===== src/rtl/cmp_serial_4bit.sv =====
// cmp_serial_4bit: MSB-first bit-serial magnitude comparator with start/done handshake.
// Walks one bit per clock from the MSB down and stops at the first differing bit.
// Optional feature macro: CMP_SIGNED_EN (two's complement operands; MSB=1 is the lesser
// at the sign step, and signa/signb carry the captured MSBs). Undefined: unsigned operands.
module cmp_serial_4bit #(
   parameter int WIDTH = 4
) (
   input  logic             clk,
   input  logic             rst_n,
   input  logic             start,
   input  logic [WIDTH-1:0] a,
   input  logic [WIDTH-1:0] b,
   output logic             busy,
   output logic             done,
   output logic             agtb,
   output logic             altb,
   output logic             aeqb,
   output logic             signa,
   output logic             signb
);

   localparam int IW = (WIDTH > 2) ? $clog2(WIDTH) : 1;
   localparam logic [IW-1:0] MSB_IDX = IW'(WIDTH - 1);

   typedef enum logic {
      IDLE = 1'b0,
      EVAL = 1'b1
   } state_t;

   state_t           state;
   logic [WIDTH-1:0] ra;
   logic [WIDTH-1:0] rb;
   logic [IW-1:0]    idx;

   // Per-bit "A has the 1" / "B has the 1" vectors; the walker just selects one entry.
   logic [WIDTH-1:0] bit_gt;
   logic [WIDTH-1:0] bit_lt;

   genvar gi;
   generate
      for (gi = 0; gi < WIDTH; gi++) begin : g_bit
         assign bit_gt[gi] = ra[gi] & ~rb[gi];
         assign bit_lt[gi] = ~ra[gi] & rb[gi];
      end
   endgenerate

   logic cur_gt;
   logic cur_lt;
   logic at_msb;
   logic step_gt;
   logic step_lt;
   logic cap_signa;
   logic cap_signb;

   assign cur_gt = bit_gt[idx];
   assign cur_lt = bit_lt[idx];
   assign at_msb = (idx == MSB_IDX);

`ifdef CMP_SIGNED_EN
   // At the sign step a set MSB marks the negative, hence lesser, operand.
   assign step_gt   = at_msb ? cur_lt : cur_gt;
   assign step_lt   = at_msb ? cur_gt : cur_lt;
   assign cap_signa = a[WIDTH-1];
   assign cap_signb = b[WIDTH-1];
`else
   assign step_gt   = cur_gt;
   assign step_lt   = cur_lt;
   assign cap_signa = 1'b0;
   assign cap_signb = 1'b0;
`endif

   // Handshake FSM: capture operands on accept, then evaluate one bit per cycle.
   always_ff @(posedge clk or negedge rst_n) begin
      if (!rst_n) begin
         state <= IDLE;
         ra    <= '0;
         rb    <= '0;
         idx   <= '0;
         busy  <= 1'b0;
         done  <= 1'b0;
         agtb  <= 1'b0;
         altb  <= 1'b0;
         aeqb  <= 1'b0;
         signa <= 1'b0;
         signb <= 1'b0;
      end else begin
         done <= 1'b0;
         case (state)
            IDLE: begin
               if (start) begin
                  ra    <= a;
                  rb    <= b;
                  idx   <= MSB_IDX;
                  signa <= cap_signa;
                  signb <= cap_signb;
                  busy  <= 1'b1;
                  state <= EVAL;
               end
            end
            EVAL: begin
               if (step_gt || step_lt || (idx == '0)) begin
                  // Deciding step: flags are one-hot and held until the next completion.
                  agtb  <= step_gt;
                  altb  <= step_lt;
                  aeqb  <= ~(step_gt | step_lt);
                  done  <= 1'b1;
                  busy  <= 1'b0;
                  state <= IDLE;
               end else begin
                  idx <= idx - 1'b1;
               end
            end
            default: state <= IDLE;
         endcase
      end
   end

endmodule


===== config.mk =====
export PLATFORM = sky130hd
export DESIGN_NAME = cmp_serial_4bit
export DESIGN_NICKNAME = d
export VERILOG_FILES = /design/src/rtl/cmp_serial_4bit.sv
export SDC_FILE = /design/constraint.sdc
export NUM_CORES = 1
export LEC_CHECK = 0
export BUFFER_PORTS_ARGS = -buffer_cell sky130_fd_sc_hd__buf_2
export CAP_MARGIN = 20
export CORE_UTILIZATION = 49
export CTS_BUF_LIST = sky130_fd_sc_hd__clkbuf_4
export CTS_CLUSTER_SIZE = 30
export DETAILED_ROUTE_END_ITERATION = 8
export PLACE_DENSITY_LB_ADDON = 0.2
export RECOVER_POWER = 25
export SYNTH_ARGS = -nofsm -noshare
export SYNTH_HDL_FRONTEND = slang
export SYNTH_SLANG_ARGS = --single-unit

===== constraint.sdc =====
create_clock -name clk -period 1.86 [get_ports clk]
set_clock_uncertainty 0.15 [all_clocks]
set_input_delay 0.186 -clock clk [delete_from_list [all_inputs] [get_ports clk]]
set_output_delay 0.186 -clock clk [all_outputs]
set_load 0.005 [all_outputs]

==> run metrics <==
crit-path max FO 10; initial antenna violation count 0; die height 42.1 um; global-route wire length before repair 2210 um; cts bufs inserted 3; CTS tree yes; largest net degree at the start of global routing 17; initial drt markers 7; Setup CP Type flop to flop; Multi-input gate area 372 sq um; Tcrit/Tclk final 94.1%; fin crit period 1750 ps; Post-CTS Setup Bufs 0; setup tns final 0 ps; number of synthesized register bits 16; Yosys warning total 0; num rows 14; worst vdd ir 1.08 mV; Register Area 400 sq um; worst slew pin tran 835 ps; Syn-to-layout area delta 30.1%; clk sinks 16; Avg Cell Area, Syn 12.5 sq um; Via density 5.18; Die W 42.1 um; P per Cell Area 1560 mW/mm^2; Worst setup EP type flop; Max stage delay cell, worst path dfrtp_1; final setup fails 0; Slew headroom 44.4%; EDFF count, synth 0; vias 549; cells along the critical path and4b_1 > nor4_4 > nand4_2 > o2bb2ai_1; RSZ-0062 raised after global routing no; leakage power 0.000473 uW; Clock Latency Late Sink 270 ps; share of cells above drive strength 1 42.2%; Seq/Total Area, Yosys 50.7%; post-route ant nets 0; outcome finished clean; Clock Tree Buf Depth 2; DR pass1 iterations 4; Fmax 571 MHz; Core Region 0.00151 sq mm; Regs by FF count ra x4, rb x4, idx x2; Hold Vio Cnt, Final 0; Yosys cell types 26; Setup Slack @ Placement 69.6 ps; root buffer cell clkbuf_4; Worst path max stage delay 520 ps; H-tree depth 1; Max-Cap Viols 0; Cell Count, Final, Fillers Out 106; vias in the first global route 481; ant diodes 0; filler instances 120; Slew Viols, Final 0; class of the worst hold path primary input to flop; port bufs 15; placed insts 93; CTS clk-pin slew, worst paths 90 ps; Starting Density 52.4%; gpl congestion 0.777; hold slack 65.0 ps; startpoint types flop; CP required 1870 ps; Syn Inst Count 63; DIE AREA 0.00178 sq mm; final WL 1340 um; gr usage total 16.9%; dpl hpwl 934 um; I/O Pins 18; Setup WS post-layout 109 ps; Primary FF master, synth dfrtp_1; total congestion overflow 0; Cell Area, Synth 790 sq um; Final nets 103; crit path DAT 1770 ps; wire per inst 12.6 um; Async S/R FF share, synth 100%; Residual DRC 0
worst paths after layout:
path                                         start                 end  slack [ps]  cells past startpoint
worst max-delay path            idx[1]$_DFFE_PN0P_  idx[0]$_DFFE_PN0P_         110                      4
worst min-delay path                         start    busy$_DFFE_PN0P_          70                      3
worst max register to register  idx[1]$_DFFE_PN0P_  idx[0]$_DFFE_PN0P_         110                      4
worst min register to register    agtb$_DFFE_PN0P_    agtb$_DFFE_PN0P_         370                      2
max in group asynchronous                    rst_n   rb[3]$_DFFE_PN0P_         680                      2
min in group asynchronous                    rst_n     state$_DFF_PN0_         370                      2
power breakdown:
part | internal, uW | switching, uW | leakage (uW)
logic | 432 | 303 | 0.000269
registers | 519 | 166 | 0.000189
clock network | 77.5 | 100 | 0.0000154
through the flow:
step	total power [uW]	instance area, sq um	util, %
after detailed placement	1340	870	57.7
after global routing	1720	1030	68.2
after global placement	1320	870	57.7
final	1600	1030	68.2
after floorplan	1160	793	-
after CTS	1540	986	65.4
synth_stat cells (all sizes together) (2+ instances only):
cell | number | area share (%)
o22ai | 2 | 1.6
nand4 | 2 | 2.4
dfrtp | 16 | 51
nor4 | 2 | 3.2
nor4bb | 2 | 2.5
mux2 | 8 | 11
buf | 4 | 4.8
a21oi | 2 | 1.3
nor2 | 3 | 1.4
inv | 6 | 2.9
o21ai | 2 | 1.3
and4b | 2 | 3.0
and4bb | 2 | 3.2
nor4b | 2 | 2.2
metal layers:
layer | wire length [um] | GRT usage (%) | up-vias
li1 | - | - | 278
met1 | 677 | 25.3 | 259
met2 | 621 | 23.4 | 12
met3 | 37 | 5.17 | 0
met4 | 0 | 5.63 | 0
met5 | 0 | 0 | -
layout make-up:
cell class              count  share of cell area, %
repair buffers             27                   18.1
clock inverters             1                  0.365
multi-input cells          37                   36.2
flip-flops and latches     16                   39.0
clock buffers               3                   2.19
well taps                  16                   1.95
inverters                   6                   2.19
cell usage in the layout, fill, tap and decap left out, drive strengths merged:
cell type / instances
nor4bb: 2
clkinv: 1
mux2: 8
buf: 17
mux2i: 1
nor2b: 1
o22ai: 2
nor4b: 2
o2bb2ai: 1
o21ai: 2
dlygate4sd3: 9
inv: 6
and4b: 2
dfrtp: 16
or2b: 1
a31oi: 1
nand4: 2
a21oi: 2
nor2: 3
and4bb: 2
ha: 1
nor4: 2
conb: 2
clkbuf: 4
critical path, delay by kind of cell, from the launching register on:
kind / cells / cell delay, ps
AND/OR/NAND/NOR: 3 / 820
AO/OA/AOI/OAI: 1 / 150
flip-flops: 1 / 520
cells by family after synthesis:
logic type,share of synthesized area (%)
and+or+nand+nor,19.7
DFF,50.7
buffers and inverters,8.08
muxes,12.7
AOI/OAI and AO/OA,6.81
adders and majority gates,1.58
other,0.475
timing repair:
item                       4_1_cts  5_1_grt
gates resized for setup          0        6
hold endpoints to repair        24        0
hold buffers                     9        0
setup endpoints to repair        0        7
Power figures use the tool's default switching activity.
